$ cat config.mk
export PLATFORM = sky130hd
export DESIGN_NAME = hazard_forward_ctrl
export DESIGN_NICKNAME = d
export VERILOG_FILES = /design/src/rtl/riscv_pipe_pkg.sv /design/src/rtl/fwd_select.sv /design/src/rtl/hazard_forward_ctrl.sv
export SDC_FILE = /design/constraint.sdc
export NUM_CORES = 1
export LEC_CHECK = 0
export BUFFER_PORTS_ARGS = -buffer_cell sky130_fd_sc_hd__clkbuf_2
export CAP_MARGIN = 0
export CORE_MARGIN = 4
export CORE_UTILIZATION = 35
export DETAILED_ROUTE_END_ITERATION = 16
export GPL_TIMING_DRIVEN = 0
export SYNTH_ARGS = -nofsm -noshare
export SYNTH_HDL_FRONTEND = slang
export SYNTH_SLANG_ARGS = --single-unit
$ cat constraint.sdc
create_clock -name clk -period 1.6 [get_ports clk]
set_clock_uncertainty 0.2 [all_clocks]
set_input_delay 0.24 -clock clk [delete_from_list [all_inputs] [get_ports clk]]
set_output_delay 0.24 -clock clk [all_outputs]
set_load 0.005 [all_outputs]
$ cat src/rtl/riscv_pipe_pkg.sv
// Shared types and constants for the EX-stage hazard/forwarding controller.
// Slot records mirror the pipeline occupants; slot_hit() is the common match rule.
package riscv_pipe_pkg;

    localparam int SLOT_AW = 5;
    localparam int CNT_W   = 2;

    localparam logic [6:0] OP_LUI   = 7'b0110111;
    localparam logic [6:0] OP_AUIPC = 7'b0010111;
    localparam logic [6:0] OP_JAL   = 7'b1101111;

    localparam logic [1:0] ALU_A_REG  = 2'b00;
    localparam logic [1:0] ALU_A_PC   = 2'b01;
    localparam logic [1:0] ALU_A_ZERO = 2'b10;

    localparam logic [1:0] FWD_RF    = 2'b00;
    localparam logic [1:0] FWD_EXMEM = 2'b01;
    localparam logic [1:0] FWD_MEMWB = 2'b10;

    typedef struct packed {
        logic               valid;
        logic [SLOT_AW-1:0] rd;
        logic               reg_write;
        logic               mem_read;
    } slot_t;

    localparam slot_t SLOT_EMPTY = '0;

    typedef enum logic {
        ST_RUN,
        ST_LSTALL
    } ctrl_state_t;

    // loads_ok=0 masks a load occupant: its data is not yet available for bypass.
    function automatic logic slot_hit(input slot_t s, input logic [SLOT_AW-1:0] rs,
                                      input logic loads_ok);
        return s.valid & s.reg_write & (s.rd == rs) & (s.rd != '0) & (loads_ok | ~s.mem_read);
    endfunction

    function automatic logic [1:0] alu_a_sel(input logic [6:0] opcode);
        logic [1:0] sel;
        sel = ALU_A_REG;
        if (opcode == OP_LUI) begin
            sel = ALU_A_ZERO;
        end else if ((opcode == OP_AUIPC) || (opcode == OP_JAL)) begin
            sel = ALU_A_PC;
        end
        return sel;
    endfunction

endpackage

$ cat src/rtl/fwd_select.sv
// Combinational forwarding priority for one source operand: youngest producer wins.
// Zero latency; no flow control.
module fwd_select
    import riscv_pipe_pkg::*;
(
    input  logic [SLOT_AW-1:0] rs,
    input  slot_t              ex_slot,
    input  slot_t              mem_slot,
    output logic [1:0]         sel
);

    always_comb begin
        sel = FWD_RF;
        if (slot_hit(ex_slot, rs, 1'b0)) begin
            sel = FWD_EXMEM;
        end else if (slot_hit(mem_slot, rs, 1'b1)) begin
            sel = FWD_MEMWB;
        end
    end

endmodule

$ cat src/rtl/hazard_forward_ctrl.sv
// EX-stage operand-mux controller: load-use stall, redirect flush, registered ALU selects (1 cycle).
// Stall/flush/bubble are combinational; a taken branch overrides any stall in progress.
module hazard_forward_ctrl
    import riscv_pipe_pkg::*;
#(
    parameter int LOAD_LAT = 1,
    parameter int REG_AW   = 5
) (
    input  logic              clk,
    input  logic              reset,
    input  logic              id_valid,
    input  logic [6:0]        id_opcode,
    input  logic [REG_AW-1:0] id_rs1,
    input  logic [REG_AW-1:0] id_rs2,
    input  logic [REG_AW-1:0] id_rd,
    input  logic              id_use_rs1,
    input  logic              id_use_rs2,
    input  logic              id_reg_write,
    input  logic              id_mem_read,
    input  logic              ex_branch_taken,
    output logic              stall,
    output logic              flush_ifid,
    output logic              bubble_idex,
    output logic [1:0]        ex_alu_src_a,
    output logic [1:0]        ex_fwd_a,
    output logic [1:0]        ex_fwd_b
);

    // The WB occupant is never tracked: the regfile writes before it is read.
    slot_t              ex_slot;
    slot_t              mem_slot;
    slot_t              id_slot;
    ctrl_state_t        state;
    ctrl_state_t        state_nxt;
    logic [CNT_W-1:0]   cnt;
    logic [CNT_W-1:0]   cnt_nxt;
    logic [SLOT_AW-1:0] rs1_x;
    logic [SLOT_AW-1:0] rs2_x;
    logic               load_use;
    logic               advance;
    logic [1:0]         src_a_id;
    logic [1:0]         fwd_a_raw;
    logic [1:0]         fwd_b_raw;
    logic [1:0]         fwd_a_id;
    logic [1:0]         fwd_b_id;

    assign rs1_x = SLOT_AW'(id_rs1);
    assign rs2_x = SLOT_AW'(id_rs2);

    assign id_slot = '{valid:     1'b1,
                       rd:        SLOT_AW'(id_rd),
                       reg_write: id_reg_write,
                       mem_read:  id_mem_read};

    assign load_use = id_valid & ex_slot.mem_read &
                      ((id_use_rs1 & slot_hit(ex_slot, rs1_x, 1'b1)) |
                       (id_use_rs2 & slot_hit(ex_slot, rs2_x, 1'b1)));

    fwd_select u_fwd_a (
        .rs       (rs1_x),
        .ex_slot  (ex_slot),
        .mem_slot (mem_slot),
        .sel      (fwd_a_raw)
    );

    fwd_select u_fwd_b (
        .rs       (rs2_x),
        .ex_slot  (ex_slot),
        .mem_slot (mem_slot),
        .sel      (fwd_b_raw)
    );

    assign src_a_id = alu_a_sel(id_opcode);
    // Operand A bypass only matters when the mux actually picks the register path.
    assign fwd_a_id = (id_use_rs1 && (src_a_id == ALU_A_REG)) ? fwd_a_raw : FWD_RF;
    assign fwd_b_id = id_use_rs2 ? fwd_b_raw : FWD_RF;

    always_comb begin
        stall       = 1'b0;
        flush_ifid  = 1'b0;
        bubble_idex = 1'b0;
        state_nxt   = state;
        cnt_nxt     = cnt;
        if (reset) begin
            state_nxt = ST_RUN;
            cnt_nxt   = '0;
        end else if (ex_branch_taken) begin
            flush_ifid  = 1'b1;
            bubble_idex = 1'b1;
            state_nxt   = ST_RUN;
            cnt_nxt     = '0;
        end else begin
            case (state)
                ST_RUN: begin
                    if (load_use) begin
                        stall       = 1'b1;
                        bubble_idex = 1'b1;
                        cnt_nxt     = CNT_W'(LOAD_LAT - 1);
                        state_nxt   = (LOAD_LAT == 1) ? ST_RUN : ST_LSTALL;
                    end
                end
                ST_LSTALL: begin
                    stall       = 1'b1;
                    bubble_idex = 1'b1;
                    // Total stall length equals LOAD_LAT: leave as the count reaches zero.
                    if (cnt <= CNT_W'(1)) begin
                        state_nxt = ST_RUN;
                        cnt_nxt   = '0;
                    end else begin
                        cnt_nxt = cnt - CNT_W'(1);
                    end
                end
                default: begin
                    state_nxt = ST_RUN;
                    cnt_nxt   = '0;
                end
            endcase
        end
    end

    assign advance = id_valid & ~stall & ~ex_branch_taken;

    always_ff @(posedge clk) begin
        if (reset) begin
            state        <= ST_RUN;
            cnt          <= '0;
            ex_slot      <= SLOT_EMPTY;
            mem_slot     <= SLOT_EMPTY;
            ex_alu_src_a <= ALU_A_REG;
            ex_fwd_a     <= FWD_RF;
            ex_fwd_b     <= FWD_RF;
        end else begin
            state    <= state_nxt;
            cnt      <= cnt_nxt;
            mem_slot <= ex_slot;
            if (advance) begin
                ex_slot      <= id_slot;
                ex_alu_src_a <= src_a_id;
                ex_fwd_a     <= fwd_a_id;
                ex_fwd_b     <= fwd_b_id;
            end else begin
                ex_slot      <= SLOT_EMPTY;
                ex_alu_src_a <= ALU_A_REG;
                ex_fwd_a     <= FWD_RF;
                ex_fwd_b     <= FWD_RF;
            end
        end
    end

endmodule

# After elaboration in Yosys (flattened, before gate mapping)
# Index checks and enable logic that the tools add are counted.
# totals
register_bits	24
# classes
add_sub_neg	1
magnitude_cmp	1
n_eq_ne	8
n_mux	20
bitwise	26
n_reduce_logical	11
# ops
operator	count
equality test 5 bit	4
bitwise AND 1 bit	18
2-to-1 mux 1 bit	11
2-to-1 mux 2 bit	5
nonzero test 5 bit	2
2-to-1 mux 8 bit	1
OR reduction 4 bit	2
equality test 7 x 5 -> 1 bit (second input constant)	1
equality test 7 x 6 -> 1 bit (second input constant)	1
equality test 7 bit (second input constant)	1
NOT 1 bit	7
OR reduction 3 bit	2
one-hot mux 1 bit (2 select lines)	2
one-hot mux 2 bit (2 select lines)	1
OR reduction 2 bit	2
less-or-equal comparator 2 x 1 -> 1 bit (second input constant)	1
logical NOT 2 bit	1
inequality test 2 bit (second input constant)	1
subtractor 2 x 1 -> 2 bit (second input constant)	1
logical AND 1 bit	1
logical OR 1 bit	1
bitwise OR 1 bit	1

# Logic depth before layout (Yosys ltp)
# depth
word_depth	15
mapped_depth	6
ltp_nobuf	5

# By module
# A second synthesis with hierarchy kept.
# hier_totals
cells_unflattened	131
area_unflattened_um2	1249.9
# by_module_without_submodules
mod	instances	cells_each	area_each_um2	seq_area_each_um2
hazard_forward_ctrl	1	91	929.6	500.5
fwd_select	2	20	160.2	0.0

# Worst setup path before layout
# Ideal clock, no wire load.
# synth_path
path_type	flip-flop to output port
startpoint	register, netlist name ex_slot[2]
endpoint	output port bubble_idex
arrival_time_ps	1263
t_required_ps	1160
slack_ps	-103
path_stages_with_launch	6
n_path_buf	0
cell_sequence	dfxtp_1 xor2_1 nor3_2 nand3_1 a21oi_4 a221o_1
# synth_via
elab_chain_cells	10
# synth_lines
item	line_no	source
equality test 5 bit	riscv_pipe_pkg.sv:37	return s.valid & s.reg_write & (s.rd == rs) & (s.rd != '0) & (loads_ok | ~s.mem_read);
bitwise AND 1 bit (2 in series)	riscv_pipe_pkg.sv:37	
bitwise AND 1 bit (on tied branches)	hazard_forward_ctrl.sv:56, hazard_forward_ctrl.sv:57	
bitwise OR 1 bit *	hazard_forward_ctrl.sv:56	((id_use_rs1 & slot_hit(ex_slot, rs1_x, 1'b1)) |
bitwise AND 1 bit *	hazard_forward_ctrl.sv:55	assign load_use = id_valid & ex_slot.mem_read &
2-to-1 mux 1 bit *	hazard_forward_ctrl.sv:95	if (load_use) begin
one-hot mux 1 bit (2 select lines) *	hazard_forward_ctrl.sv:93	case (state)
2-to-1 mux 1 bit *	hazard_forward_ctrl.sv:87	end else if (ex_branch_taken) begin
2-to-1 mux 1 bit *	hazard_forward_ctrl.sv:84	if (reset) begin
to (decl)	hazard_forward_ctrl.sv:23	output logic bubble_idex,
# Mark *: on every way between the ends. The rest lies on a longest branch, timed or not.

# Worst setup path in the final report
# layout_path
startpoint	register, netlist name ex_slot[2]
endpoint	output port bubble_idex
# layout_via
elab_chain_cells	10
# layout_lines
item	line_no
equality test 5 bit	riscv_pipe_pkg.sv:37
bitwise AND 1 bit (2 in series)	riscv_pipe_pkg.sv:37
bitwise AND 1 bit (on tied branches)	hazard_forward_ctrl.sv:56, hazard_forward_ctrl.sv:57
bitwise OR 1 bit *	hazard_forward_ctrl.sv:56
bitwise AND 1 bit *	hazard_forward_ctrl.sv:55
2-to-1 mux 1 bit *	hazard_forward_ctrl.sv:95
one-hot mux 1 bit (2 select lines) *	hazard_forward_ctrl.sv:93
2-to-1 mux 1 bit *	hazard_forward_ctrl.sv:87
2-to-1 mux 1 bit *	hazard_forward_ctrl.sv:84
# Marks and branches as above.

==> flow_summary.ini <==
[cts]
clock_tree.root_cell = clkbuf_4
cts_buffer_depth = 2
path_clk_slew_ps = 140
cts_tree = done
cts_buffers = 3
clock-sinks = 24
htreeDepth = 1
worstSkewPairLatency_ps = 310

[sta]
fmax_mhz = 466
rsz0062_at_grt = true
fin_crit_sh_pct = 134
final.setup.tns_ps = -3950
worst_pin_slew_ps = 407
setup_ws_ps = -547
fin_crit_ps = 2150
hold_violations = 0
slew_headroom_pct = 72.9
setup_violations = 18
final-max-slew-violation-count = 0

[route]
dr_total_vias = 1024
route.detailed.wl_per_inst_microns = 12.2
ant_nets = 0
routed_wl_microns = 2630
drcViolationCount = 0
dr.pass1.iters = 4
drt_iter0_drc = 40
viasPerCell = 4.76

[global_route]
grt_pass1_wl_microns = 4340
antenna_found_initial = 0
grt_usage_pct = 13.5
grt_max_degree = 15
grt_pass1_vias = 980
grt_overflow_total = 0

[status]
violations = setup timing
outcome = finished with violations

[job]
maxCapViolCount = 0

[layout]
multi_input_area_sq_um = 626
nets = 202
area_growth_pct = 42.9
final_cell_count_no_fill = 215
fillCellCount = 311
drive_gt1_share_pct = 35.1
seqCellArea_sq_um = 492
antenna_cells = 0

[synth]
yosysTopAreaCell = dfxtp_1
avgSynthCellArea_sq_um = 9.77
synth_area_sq_um = 1110
synth_area_leaders = dfxtp_1 (43%), xor2_1 (12%), nor2b_1 (5.6%), nor3b_1 (5.4%), nand3_1 (4.0%)
ys_seq_elements = 24
synth.distinct_cells = 32
yosys_warnings = 0
yosysSeqAreaShare_pct = 43.1
syn_nets = 144
synth_top_area_share_pct = 43.1
synth_cells = 114

[worst_hold_path]
hold_depth = 3
min_path_type = in -> reg
hp-start = id_opcode[6]
holdPathEnd = ex_alu_src_a[0]

[power]
power_density_nw_per_um2 = 751
peakVddDrop_mv = 0.431
sequentialPowerShare_pct = 51.3
p_leak_nw = 0.653
switchingPower_mw = 0.254
combPwrFrac_pct = 12.6
sw_frac_of_total_pct = 21.2
clkPwrFrac_pct = 36.1
p_int_mw = 0.942

[worst_setup_path]
critPathMaxFanout = 4
critPathArrivalTime_ps = 1710
rrSetupSlack_ps = -270
cp-end-kind = primary output
rr_endpoint = cnt[1]
r2r-start = ex_slot[2]
crit_required_ps = 1160
rr_worst_depth = 7
startpoint_type = flop
critPathKind = reg -> out

[floorplanning]
die_w_microns = 64.4
die_h_microns = 64.4
initial_core_util_pct = 36.5
coreArea_sq_um = 3050
dieArea_sq_um = 4150
rows = 20
ios = 39

[placement]
gp_congestion = 0.810
hpwl_microns = 2040
io_buffers = 38
place_inst = 196
critical path, cell delays in order (launching register included):
cell and delay, ps:
dfxtp_2 370, xor2_1 170, nor3_2 260, nand3_2 130
a21oi_4 210, a221o_1 160, clkbuf_2 100
layer usage:
| metal | wire length, microns | global-route usage [%] | vias to the layer above |
|---|---|---|---|
| met3 | 104 | 3.51 | 6 |
| met2 | 1290 | 21.1 | 24 |
| met4 | 86 | 7.12 | 0 |
| li1 | - | - | 520 |
| met5 | 0 | 0 | - |
| met1 | 1150 | 16.9 | 474 |
kinds of logic after synthesis:
kind of cell           count (synthesis)  share of synthesized area, %
AO/OA/AOI/OAI                         12                          9.21
flip-flops                            24                          43.1
XOR/XNOR                              20                          15.7
AND/OR/NAND/NOR                       52                          29.2
buffers and inverters                  6                          2.70
worst max path at each step:
stage,startpoint,to,slack [ps],cells after the start
floorplan,ex_slot[6],bubble_idex,-60,5
global route,ex_slot[2],bubble_idex,-680,6
global placement,id_rs2[4],bubble_idex,-340,7
detailed placement,id_rs2[4],bubble_idex,-370,7
finish,ex_slot[2],bubble_idex,-550,6
CTS,ex_slot[6],bubble_idex,-550,6
cell type report:
cell class | count | area share [%]
Multi-Input combinational cell | 84 | 39.3
Inverter | 3 | 0.708
Buffer | 3 | 1.26
Clock inverter | 1 | 1.89
Clock buffer | 3 | 1.42
Timing Repair Buffer | 53 | 21.1
Sequential cell | 24 | 30.9
Tap cell | 44 | 3.46
stage by stage:
step	worst slack, ps	hold WS [ps]	util, %	cell area [sq um]	power [mW]
after floorplan	-62.5	141	-	1120	0.690
after global placement	-338	255	44.6	1360	0.748
after detailed placement	-375	253	44.6	1360	0.752
after CTS	-554	38.2	51.5	1570	1.20
after global routing	-679	40.6	52.1	1590	1.26
final	-547	39.5	52.1	1590	1.20
power by group through the flow:
stage                     Clock (mW)  Combinational (mW)  Sequential (mW)
final                          0.431               0.151            0.613
after global routing           0.474               0.167            0.615
after CTS                      0.437               0.149            0.616
after detailed placement           0               0.123            0.629
after global placement             0               0.120            0.629
after floorplan                    0              0.0635            0.626
registers in the layout, summed over array words and instances (netlist names):
| register | cells |
|---|---|
| ex_slot | 8 |
| ex_fwd_b | 2 |
| cnt | 2 |
| ex_fwd_a | 2 |
| state | 1 |
| mem_slot | 7 |
| ex_alu_src_a | 2 |
cell usage after synthesis (all sizes together):
cell type / instances
a22o: 1
nor2: 5
o211ai: 2
and3: 1
inv: 3
nor4b: 3
buf: 1
nor3: 4
nor4: 4
a221o: 1
nor2b: 10
clkbuf: 2
a211oi: 1
or4: 1
nor3b: 8
nand3: 9
dfxtp: 24
a31oi: 1
o21ai: 2
a41oi: 1
xnor2: 5
and2: 1
nand2: 2
xor2: 15
a2111oi: 1
a21oi: 2
nand4: 2
nand4b: 1
nand2b: 1
repair_timing:
item,in CTS,in global routing
hold buffers,13,0
resized for setup,4,8
hold endpoints to repair,12,0
endpoints found under the setup margin,18,18
setup buffers,2,0
pin swaps,1,0
cell usage in the layout, fill, tap and decap left out, types with 4 or more instances in the layout:
master and n:
xor2_1 15, xnor2_1 5, nor2b_1 10, nor2_1 4, nand3_1 8, dfxtp_1 19
nor3b_1 8, clkbuf_2 38, dlygate4sd3_1 13
Power figures use the tool's default switching activity.
